===== config.mk =====
export PLATFORM = sky130hd
export DESIGN_NAME = decode_stage_flat
export DESIGN_NICKNAME = d
export VERILOG_FILES = /design/src/rtl/rv_pkg.sv /design/src/rtl/decode_stage_if.sv /design/src/rtl/imm_gen.sv /design/src/rtl/decode_stage.sv /design/src/flat_wrapper.sv
export SDC_FILE = /design/constraint.sdc
export NUM_CORES = 1
export LEC_CHECK = 0
export ABC_AREA = 1
export CAP_MARGIN = 30
export CORE_MARGIN = 2
export CORE_UTILIZATION = 50
export CTS_BUF_LIST = sky130_fd_sc_hd__clkbuf_4
export DETAILED_ROUTE_END_ITERATION = 16
export PLACE_DENSITY = 0.95
export SYNTH_ARGS = -nofsm -noshare
export SYNTH_HDL_FRONTEND = slang
export SYNTH_HIERARCHICAL = 1
export SYNTH_SLANG_ARGS = --single-unit

===== constraint.sdc =====
create_clock -name i_clk -period 3 [get_ports i_clk]
set_clock_uncertainty 0.2 [all_clocks]
set_input_delay 0.6 -clock i_clk [delete_from_list [all_inputs] [get_ports i_clk]]
set_output_delay 0.6 -clock i_clk [all_outputs]
set_load 0.02 [all_outputs]

===== src/rtl/rv_pkg.sv =====
// Shared RISC-V decode definitions: opcodes, ALU control encodings, immediate
// formats, the registered control bundle and the ALU-control decoder.
package rv_pkg;

   localparam logic [6:0] OPC_LOAD     = 7'b0000011;
   localparam logic [6:0] OPC_MISC_MEM = 7'b0001111;
   localparam logic [6:0] OPC_OP_IMM   = 7'b0010011;
   localparam logic [6:0] OPC_AUIPC    = 7'b0010111;
   localparam logic [6:0] OPC_STORE    = 7'b0100011;
   localparam logic [6:0] OPC_OP       = 7'b0110011;
   localparam logic [6:0] OPC_LUI      = 7'b0110111;
   localparam logic [6:0] OPC_BRANCH   = 7'b1100011;
   localparam logic [6:0] OPC_JALR     = 7'b1100111;
   localparam logic [6:0] OPC_JAL      = 7'b1101111;
   localparam logic [6:0] OPC_SYSTEM   = 7'b1110011;

   localparam logic [6:0] F7_BASE = 7'h00;
   localparam logic [6:0] F7_ALT  = 7'h20;
   localparam logic [6:0] F7_MULDIV = 7'h01;

   typedef enum logic [3:0] {
      ALU_ADD    = 4'd0,
      ALU_SUB    = 4'd1,
      ALU_SLL    = 4'd2,
      ALU_SLT    = 4'd3,
      ALU_SLTU   = 4'd4,
      ALU_XOR    = 4'd5,
      ALU_SRL    = 4'd6,
      ALU_SRA    = 4'd7,
      ALU_OR     = 4'd8,
      ALU_AND    = 4'd9,
      ALU_PASSB  = 4'd10,
      ALU_MULDIV = 4'd11
   } alu_ctrl_e;

   typedef enum logic [2:0] {
      IMM_NONE,
      IMM_I,
      IMM_S,
      IMM_B,
      IMM_U,
      IMM_J,
      IMM_SH,
      IMM_CSR
   } imm_fmt_e;

   typedef struct packed {
      logic      rfwe;
      logic      mren;
      logic      mwen;
      logic      imm_rs;
      logic      pc_rs;
      logic      csrr;
      logic      illegal;
      alu_ctrl_e alu;
   } ctrl_t;

   // alt selects SUB (register form only) and SRA (both forms)
   function automatic alu_ctrl_e alu_dec(input logic [2:0] funct3,
                                         input logic       alt,
                                         input logic       is_reg);
      alu_ctrl_e res;
      res = ALU_ADD;
      case (funct3)
         3'b000:  res = (alt && is_reg) ? ALU_SUB : ALU_ADD;
         3'b001:  res = ALU_SLL;
         3'b010:  res = ALU_SLT;
         3'b011:  res = ALU_SLTU;
         3'b100:  res = ALU_XOR;
         3'b101:  res = alt ? ALU_SRA : ALU_SRL;
         3'b110:  res = ALU_OR;
         default: res = ALU_AND;
      endcase
      return res;
   endfunction

endpackage


===== src/rtl/decode_stage_if.sv =====
// Upstream instruction handshake plus downstream decoded-bundle handshake.
interface decode_stage_if #(
   parameter int unsigned XLEN = 32
);
   logic            i_valid;
   logic            o_ready;
   logic [31:0]     i_inst;
   logic [XLEN-1:0] i_pc;
   logic            i_flush;
   logic            o_valid;
   logic            i_ready;
   logic [XLEN-1:0] o_pc;
   logic [4:0]      o_rd;
   logic [4:0]      o_rs1;
   logic [4:0]      o_rs2;
   logic [2:0]      o_funct3;
   logic [6:0]      o_funct7;
   logic [XLEN-1:0] o_imm;
   logic            o_rfwe;
   logic            o_mren;
   logic            o_mwen;
   logic            o_imm_rs;
   logic            o_pc_rs;
   logic            o_csrr;
   logic [3:0]      o_ctrl;
   logic            o_illegal;

   modport slave (
      input  i_valid, i_inst, i_pc, i_flush, i_ready,
      output o_ready, o_valid, o_pc, o_rd, o_rs1, o_rs2, o_funct3, o_funct7,
             o_imm, o_rfwe, o_mren, o_mwen, o_imm_rs, o_pc_rs, o_csrr,
             o_ctrl, o_illegal
   );

   modport master (
      output i_valid, i_inst, i_pc, i_flush, i_ready,
      input  o_ready, o_valid, o_pc, o_rd, o_rs1, o_rs2, o_funct3, o_funct7,
             o_imm, o_rfwe, o_mren, o_mwen, o_imm_rs, o_pc_rs, o_csrr,
             o_ctrl, o_illegal
   );
endinterface


===== src/rtl/imm_gen.sv =====
// Combinational immediate generator; builds a 32-bit value and then extends
// it to XLEN using the format's extension bit.
module imm_gen
   import rv_pkg::*;
#(
   parameter int unsigned XLEN = 32
) (
   input  logic [31:0]     inst,
   input  imm_fmt_e        fmt,
   output logic [XLEN-1:0] imm
);

   logic [31:0] v;
   logic        sx;
   logic        sh_hi;

   assign sh_hi = (XLEN == 64) ? inst[25] : 1'b0;

   always_comb begin
      v  = '0;
      sx = 1'b0;
      case (fmt)
         IMM_I:   begin v = {{20{inst[31]}}, inst[31:20]};                                sx = inst[31]; end
         IMM_S:   begin v = {{20{inst[31]}}, inst[31:25], inst[11:7]};                    sx = inst[31]; end
         IMM_B:   begin v = {{20{inst[31]}}, inst[7], inst[30:25], inst[11:8], 1'b0};     sx = inst[31]; end
         IMM_U:   begin v = {inst[31:12], 12'b0};                                         sx = inst[31]; end
         IMM_J:   begin v = {{12{inst[31]}}, inst[19:12], inst[20], inst[30:21], 1'b0};   sx = inst[31]; end
         IMM_SH:  v = {26'b0, sh_hi, inst[24:20]};
         IMM_CSR: v = {27'b0, inst[19:15]};
         default: v = '0;
      endcase
      imm       = {XLEN{sx}};
      imm[31:0] = v;
   end

endmodule


===== src/rtl/decode_stage.sv =====
// RV32/RV64 instruction decode stage: one registered decoded bundle with a
// valid/ready handshake on both sides and a flush that drops the bundle.
module decode_stage
   import rv_pkg::*;
#(
   parameter int unsigned XLEN   = 32,
   parameter bit          EN_M   = 1'b0,
   parameter bit          EN_CSR = 1'b1
) (
   input logic           i_clk,
   input logic           i_rst_n,
   decode_stage_if.slave bus
);

   logic [6:0]      opcode;
   logic [2:0]      funct3;
   logic [6:0]      funct7;
   logic [4:0]      rd;
   logic            shamt_ok;
   imm_fmt_e        fmt;
   ctrl_t           ctrl_d;
   logic [XLEN-1:0] imm_d;

   logic            valid_q;
   logic [XLEN-1:0] pc_q;
   logic [XLEN-1:0] imm_q;
   logic [4:0]      rd_q;
   logic [4:0]      rs1_q;
   logic [4:0]      rs2_q;
   logic [2:0]      funct3_q;
   logic [6:0]      funct7_q;
   ctrl_t           ctrl_q;

   logic            ready;
   logic            load;

   assign opcode = bus.i_inst[6:0];
   assign funct3 = bus.i_inst[14:12];
   assign funct7 = bus.i_inst[31:25];
   assign rd     = bus.i_inst[11:7];

   // RV64 shift amounts borrow inst[25], so only inst[31:26] are qualifier bits
   always_comb begin
      shamt_ok = 1'b1;
      if (XLEN == 64) begin
         if (funct3 == 3'b001)
            shamt_ok = (bus.i_inst[31:26] == 6'b000000);
         else if (funct3 == 3'b101)
            shamt_ok = (bus.i_inst[31:26] == 6'b000000) || (bus.i_inst[31:26] == 6'b010000);
      end else begin
         if (funct3 == 3'b001)
            shamt_ok = (funct7 == F7_BASE);
         else if (funct3 == 3'b101)
            shamt_ok = (funct7 == F7_BASE) || (funct7 == F7_ALT);
      end
   end

   always_comb begin
      logic legal;
      legal       = (bus.i_inst[1:0] == 2'b11);
      fmt         = IMM_NONE;
      ctrl_d      = '0;
      ctrl_d.alu  = ALU_ADD;
      case (opcode)
         OPC_LUI: begin
            ctrl_d.rfwe = 1'b1;
            ctrl_d.alu  = ALU_PASSB;
            fmt         = IMM_U;
         end
         OPC_AUIPC: begin
            ctrl_d.rfwe  = 1'b1;
            ctrl_d.pc_rs = 1'b1;
            fmt          = IMM_U;
         end
         OPC_JAL: begin
            ctrl_d.rfwe   = 1'b1;
            ctrl_d.pc_rs  = 1'b1;
            ctrl_d.imm_rs = 1'b1;
            fmt           = IMM_J;
         end
         OPC_JALR: begin
            ctrl_d.rfwe   = 1'b1;
            ctrl_d.pc_rs  = 1'b1;
            ctrl_d.imm_rs = 1'b1;
            fmt           = IMM_I;
            if (funct3 != 3'b000) legal = 1'b0;
         end
         OPC_BRANCH: begin
            ctrl_d.alu = ALU_SUB;
            fmt        = IMM_B;
            if (funct3[2:1] == 2'b01) legal = 1'b0;
         end
         OPC_LOAD: begin
            ctrl_d.rfwe   = 1'b1;
            ctrl_d.mren   = 1'b1;
            ctrl_d.imm_rs = 1'b1;
            fmt           = IMM_I;
            if (funct3 == 3'b111) legal = 1'b0;
            if ((XLEN == 32) && ((funct3 == 3'b011) || (funct3 == 3'b110))) legal = 1'b0;
         end
         OPC_STORE: begin
            ctrl_d.mwen   = 1'b1;
            ctrl_d.imm_rs = 1'b1;
            fmt           = IMM_S;
            if (funct3[2]) legal = 1'b0;
            if ((XLEN == 32) && (funct3 == 3'b011)) legal = 1'b0;
         end
         OPC_OP_IMM: begin
            ctrl_d.rfwe   = 1'b1;
            ctrl_d.imm_rs = 1'b1;
            ctrl_d.alu    = alu_dec(funct3, bus.i_inst[30], 1'b0);
            fmt           = (funct3[1:0] == 2'b01) ? IMM_SH : IMM_I;
            if (!shamt_ok) legal = 1'b0;
         end
         OPC_OP: begin
            ctrl_d.rfwe = 1'b1;
            if (funct7 == F7_BASE)
               ctrl_d.alu = alu_dec(funct3, 1'b0, 1'b1);
            else if ((funct7 == F7_ALT) && ((funct3 == 3'b000) || (funct3 == 3'b101)))
               ctrl_d.alu = alu_dec(funct3, 1'b1, 1'b1);
            else if (EN_M && (funct7 == F7_MULDIV))
               ctrl_d.alu = ALU_MULDIV;
            else
               legal = 1'b0;
         end
         OPC_MISC_MEM: ;
         OPC_SYSTEM: begin
            if (!EN_CSR || (funct3 == 3'b100)) begin
               legal = 1'b0;
            end else if (funct3 != 3'b000) begin
               ctrl_d.rfwe = 1'b1;
               ctrl_d.csrr = 1'b1;
               fmt         = IMM_CSR;
            end
         end
         default: legal = 1'b0;
      endcase
      if (rd == 5'd0) ctrl_d.rfwe = 1'b0;
      if (!legal) begin
         ctrl_d.rfwe = 1'b0;
         ctrl_d.mren = 1'b0;
         ctrl_d.mwen = 1'b0;
      end
      ctrl_d.illegal = !legal;
   end

   imm_gen #(.XLEN(XLEN)) u_imm_gen (
      .inst (bus.i_inst),
      .fmt  (fmt),
      .imm  (imm_d)
   );

   assign ready = !valid_q || bus.i_ready;
   assign load  = bus.i_valid && ready && !bus.i_flush;

   // Flush only drops valid; the data registers keep their last loaded bundle
   always_ff @(posedge i_clk or negedge i_rst_n) begin
      if (!i_rst_n) begin
         valid_q  <= 1'b0;
         pc_q     <= '0;
         imm_q    <= '0;
         rd_q     <= '0;
         rs1_q    <= '0;
         rs2_q    <= '0;
         funct3_q <= '0;
         funct7_q <= '0;
         ctrl_q   <= '0;
      end else begin
         if (bus.i_flush)
            valid_q <= 1'b0;
         else if (ready)
            valid_q <= bus.i_valid;
         if (load) begin
            pc_q     <= bus.i_pc;
            imm_q    <= imm_d;
            rd_q     <= rd;
            rs1_q    <= bus.i_inst[19:15];
            rs2_q    <= bus.i_inst[24:20];
            funct3_q <= funct3;
            funct7_q <= funct7;
            ctrl_q   <= ctrl_d;
         end
      end
   end

   assign bus.o_ready   = ready;
   assign bus.o_valid   = valid_q;
   assign bus.o_pc      = pc_q;
   assign bus.o_imm     = imm_q;
   assign bus.o_rd      = rd_q;
   assign bus.o_rs1     = rs1_q;
   assign bus.o_rs2     = rs2_q;
   assign bus.o_funct3  = funct3_q;
   assign bus.o_funct7  = funct7_q;
   assign bus.o_rfwe    = ctrl_q.rfwe;
   assign bus.o_mren    = ctrl_q.mren;
   assign bus.o_mwen    = ctrl_q.mwen;
   assign bus.o_imm_rs  = ctrl_q.imm_rs;
   assign bus.o_pc_rs   = ctrl_q.pc_rs;
   assign bus.o_csrr    = ctrl_q.csrr;
   assign bus.o_ctrl    = ctrl_q.alu;
   assign bus.o_illegal = ctrl_q.illegal;

endmodule


===== src/flat_wrapper.sv =====
// flat-port wrapper written by rule: the top's interface ports become plain ports
module decode_stage_flat import rv_pkg::*;
#(
   parameter int unsigned XLEN   = 32,
   parameter bit          EN_M   = 1'b0,
   parameter bit          EN_CSR = 1'b1
)
  (i_clk, i_rst_n, bus_i_valid, bus_i_inst, bus_i_pc, bus_i_flush, bus_i_ready, bus_o_ready, bus_o_valid, bus_o_pc, bus_o_rd, bus_o_rs1, bus_o_rs2, bus_o_funct3, bus_o_funct7, bus_o_imm, bus_o_rfwe, bus_o_mren, bus_o_mwen, bus_o_imm_rs, bus_o_pc_rs, bus_o_csrr, bus_o_ctrl, bus_o_illegal);
  decode_stage_if #(.XLEN(XLEN)) bus_i ();
  input logic i_clk;
  input logic i_rst_n;
  input wire logic [$bits(bus_i.i_valid)-1:0] bus_i_valid;
  input wire logic [$bits(bus_i.i_inst)-1:0] bus_i_inst;
  input wire logic [$bits(bus_i.i_pc)-1:0] bus_i_pc;
  input wire logic [$bits(bus_i.i_flush)-1:0] bus_i_flush;
  input wire logic [$bits(bus_i.i_ready)-1:0] bus_i_ready;
  output wire logic [$bits(bus_i.o_ready)-1:0] bus_o_ready;
  output wire logic [$bits(bus_i.o_valid)-1:0] bus_o_valid;
  output wire logic [$bits(bus_i.o_pc)-1:0] bus_o_pc;
  output wire logic [$bits(bus_i.o_rd)-1:0] bus_o_rd;
  output wire logic [$bits(bus_i.o_rs1)-1:0] bus_o_rs1;
  output wire logic [$bits(bus_i.o_rs2)-1:0] bus_o_rs2;
  output wire logic [$bits(bus_i.o_funct3)-1:0] bus_o_funct3;
  output wire logic [$bits(bus_i.o_funct7)-1:0] bus_o_funct7;
  output wire logic [$bits(bus_i.o_imm)-1:0] bus_o_imm;
  output wire logic [$bits(bus_i.o_rfwe)-1:0] bus_o_rfwe;
  output wire logic [$bits(bus_i.o_mren)-1:0] bus_o_mren;
  output wire logic [$bits(bus_i.o_mwen)-1:0] bus_o_mwen;
  output wire logic [$bits(bus_i.o_imm_rs)-1:0] bus_o_imm_rs;
  output wire logic [$bits(bus_i.o_pc_rs)-1:0] bus_o_pc_rs;
  output wire logic [$bits(bus_i.o_csrr)-1:0] bus_o_csrr;
  output wire logic [$bits(bus_i.o_ctrl)-1:0] bus_o_ctrl;
  output wire logic [$bits(bus_i.o_illegal)-1:0] bus_o_illegal;
  assign bus_i.i_valid = bus_i_valid;
  assign bus_i.i_inst = bus_i_inst;
  assign bus_i.i_pc = bus_i_pc;
  assign bus_i.i_flush = bus_i_flush;
  assign bus_i.i_ready = bus_i_ready;
  assign bus_o_ready = bus_i.o_ready;
  assign bus_o_valid = bus_i.o_valid;
  assign bus_o_pc = bus_i.o_pc;
  assign bus_o_rd = bus_i.o_rd;
  assign bus_o_rs1 = bus_i.o_rs1;
  assign bus_o_rs2 = bus_i.o_rs2;
  assign bus_o_funct3 = bus_i.o_funct3;
  assign bus_o_funct7 = bus_i.o_funct7;
  assign bus_o_imm = bus_i.o_imm;
  assign bus_o_rfwe = bus_i.o_rfwe;
  assign bus_o_mren = bus_i.o_mren;
  assign bus_o_mwen = bus_i.o_mwen;
  assign bus_o_imm_rs = bus_i.o_imm_rs;
  assign bus_o_pc_rs = bus_i.o_pc_rs;
  assign bus_o_csrr = bus_i.o_csrr;
  assign bus_o_ctrl = bus_i.o_ctrl;
  assign bus_o_illegal = bus_i.o_illegal;
  decode_stage #(.XLEN(XLEN), .EN_M(EN_M), .EN_CSR(EN_CSR)) u_core (.i_clk(i_clk), .i_rst_n(i_rst_n), .bus(bus_i));
endmodule

==> reports/metrics.yaml <==
p_clk_frac: 0.215
dp.cells: 941
die_x_microns: 102
hpwl_microns: 10900
globalplace.congestion: 0.868
drv_slew: 0
drc: 0
max_stage_delay_ps: 560
pre_cts_ws_ps: -72.5
root_buffer: "clkbuf_4"
grt_first_pass_wirelength_microns: 22500
cp-end-kind: "output port"
hold_path_depth: 2
cp_max_fo: 2
power_density_nw_per_um2: 465
ys_seq_area_frac: 0.522
placed_area_sq_um: 6790
vdd_ir_drop_max_v: 0.000308
rsz0062_at_grt: "false"
drt.antenna.violating_nets: 0
vias: 4840
antenna_cells: 0
wl_per_cell_microns: 15.0
ys_warn_count: 6
synth_fp_nets: 709
p_comb_frac: 0.290
internal_power_mw: 2.13
max_freq_ghz: 0.368
arrival_ps: 1910
required_ps: 2200
totalWireLength_microns: 14300
clkLatencyLatePin_ps: 450
fillers: 694
hp-class: "register to register"
holdWs_ps: 291
cts_resized: 0
numPortBuffers: 170
final_layout_size_suffix_gt1_frac: 0.0893
htree_levels: 3
synth.avg_cell_area_sq_um: 7.57
area_growth_pct: 43.2
synth-seq-cells: 101
slowest_stage: "clkdlybuf4s50_1"
post-cts-setup-buffer-count: 0
switching_share: 0.339
grt_antenna_before_repair: 0
die-area_sq_um: 10500
cp_cell_sequence: "clkdlybuf4s50_1, nor2_1, inv_1, clkdlybuf4s50_1"
critPathLaunchType: "primary input"
die_y_microns: 102
cp_common_cell: "clkdlybuf4s50_1"
stdcell_count: 958
grt_pass1_vias: 4763
ys_types: 31
syn_area_sq_um: 4840
coreArea_sq_um: 9330
stdcell_area_sq_um: 6930
synth_cells: 640
leakage_nw: 3.58
power.switching_mw: 1.09
grt_start_max_net_pins: 90
criticalPathCategory: "primary input to output port"
cp_top_family: "buffers and inverters"
rows: 35
slew_headroom: 0.621
synth.area.top_cells: "dfrtp_1 52%, nand2_1 26%, nor2_1 3.6%, inv_1 3.3%, nand3_1 2.3%"
clockBufferDepth: 2
hold_violations: 0
tightest_slew_ps: 569
numCtsBuffers: 9
register_area_sq_um: 2530
grt_overflow: 0
setup_viol: 0
drt-vias-per-instance: 5.05
clkTransAtPathRegs_ps: 160
final.setup.tns_ps: 0
fin_crit_sh: 0.905
first_pass_iters: 5
synth.top_cell.area_share: 0.522
track_usage: 0.276
drt_iter0_drc: 273
max-cap-violations: 0
ff2ff_path_depth: 7
cts_tree: "done"
synth_largest_area_cell: "dfrtp_1"
outcome: "complete, no violations"
io-pin-count: 171
final.setup.worst_slack_ps: 286
fin_crit_ps: 2710
cts_hold_buf: 1
fin_nets: 893
start_util: 0.519
seq_power_share: 0.495
cts_num_sinks: 101
multi_input_area_sq_um: 1990
crit_buf_inv: 3
path_depth: 4
## final timing paths
check | start | endpoint | slack (ps)
worst max-delay path | bus_i_ready | bus_o_ready | 290
worst min-delay path | u_core/bus.o_imm[14] | u_core/bus.o_imm[14] | 290
worst max register to register | u_core/bus.o_valid | u_core/bus.o_imm[26] | 1090
worst min register to register | u_core/bus.o_imm[14] | u_core/bus.o_imm[14] | 290
max in group asynchronous | i_rst_n | u_core/bus.o_pc[4] | 1250
min in group asynchronous | i_rst_n | u_core/bus.o_imm[31] | 460
## worst register-to-register path: cells and delay by family, from the launching register on
kind                   cells  cell delay, ps
buffers and inverters      3             750
and+or+nand+nor            4             520
DFF                        1             380
## kinds of logic after synthesis
logic type	synth area share
buffers and inverters	0.0672
DFF	0.522
and+or+nand+nor	0.347
AOI/OAI and AO/OA	0.0638
## flip-flops by register name, summed over array words and instances (netlist names), 3 cells and up
| name | count |
|---|---|
| u_core/bus.o_imm | 32 |
| u_core/bus.o_ctrl | 4 |
| u_core/bus.o_pc | 32 |
| u_core/bus.o_rs2 | 5 |
| u_core/bus.o_funct3 | 3 |
| u_core/bus.o_funct7 | 7 |
| u_core/bus.o_rs1 | 5 |
| u_core/bus.o_rd | 5 |
## cells in the mapped netlist
cell type,count
a21boi_1,1
inv_1,42
a31oi_1,1
buf_6,2
a41oi_1,1
clkbuf_1,6
nor2_1,46
nor2_2,4
or2_2,1
o21bai_1,1
buf_2,15
nand4_1,6
inv_4,1
o211ai_1,3
inv_2,4
nand3_1,22
dfrtp_1,101
nand2_2,3
o2111ai_1,1
nor3_1,4
buf_8,1
nand2_1,329
nor2_4,1
a31oi_4,1
a21oi_1,6
clkinv_1,1
clkbuf_4,1
o21ai_0,20
nand2_4,3
o21ai_2,11
nand3_2,1
## power by group through the flow
stage | Combinational, mW | Sequential [mW] | Clock, mW
3_3_place_gp | 0.911 | 1.61 | 0
2_1_floorplan | 0.221 | 1.80 | 0
6_report | 0.934 | 1.59 | 0.693
3_5_place_dp | 0.936 | 1.62 | 0
5_1_grt | 1.01 | 1.61 | 0.755
4_1_cts | 0.940 | 1.59 | 0.704
## metal layers
layer,global-route usage,vias to the layer above,wire length (microns)
li1,-,2333,-
met1,0.347,2295,5970
met2,0.490,188,7270
met3,0.0486,24,867
met4,0.0759,0,240
met5,0,-,0
## cells in the final DEF (no fill, tap or decap), types with 2 or more instances in the layout
master and n:
clkbuf_4 9, nand2_2 3, nand2_4 3, inv_2 3
dfrtp_1 101, inv_1 42, clkinv_2 3, nor3_1 4
inv_8 2, o211ai_1 3, a21oi_1 6, o21ai_2 11
nand2_1 329, clkdlybuf4s50_1 169, nand3_1 22, nor2_1 46
buf_12 2, buf_4 26, nand4_1 6, nor2_2 4
o21ai_0 20
## area by class of cell
type | count | share of cell area
flip-flops and latches | 101 | 0.365
multi-input cells | 466 | 0.287
repair buffers | 198 | 0.279
inverters | 48 | 0.0265
well taps | 129 | 0.0233
clock buffers | 9 | 0.00975
clock inverters | 7 | 0.00957
## stage by stage
step	utilization	power, mW
after global routing	0.743	3.37
after CTS	0.743	3.24
after detailed placement	0.728	2.55
after floorplan	-	2.02
after global placement	0.728	2.52
final	0.743	3.22
Power figures use the tool's default switching activity.
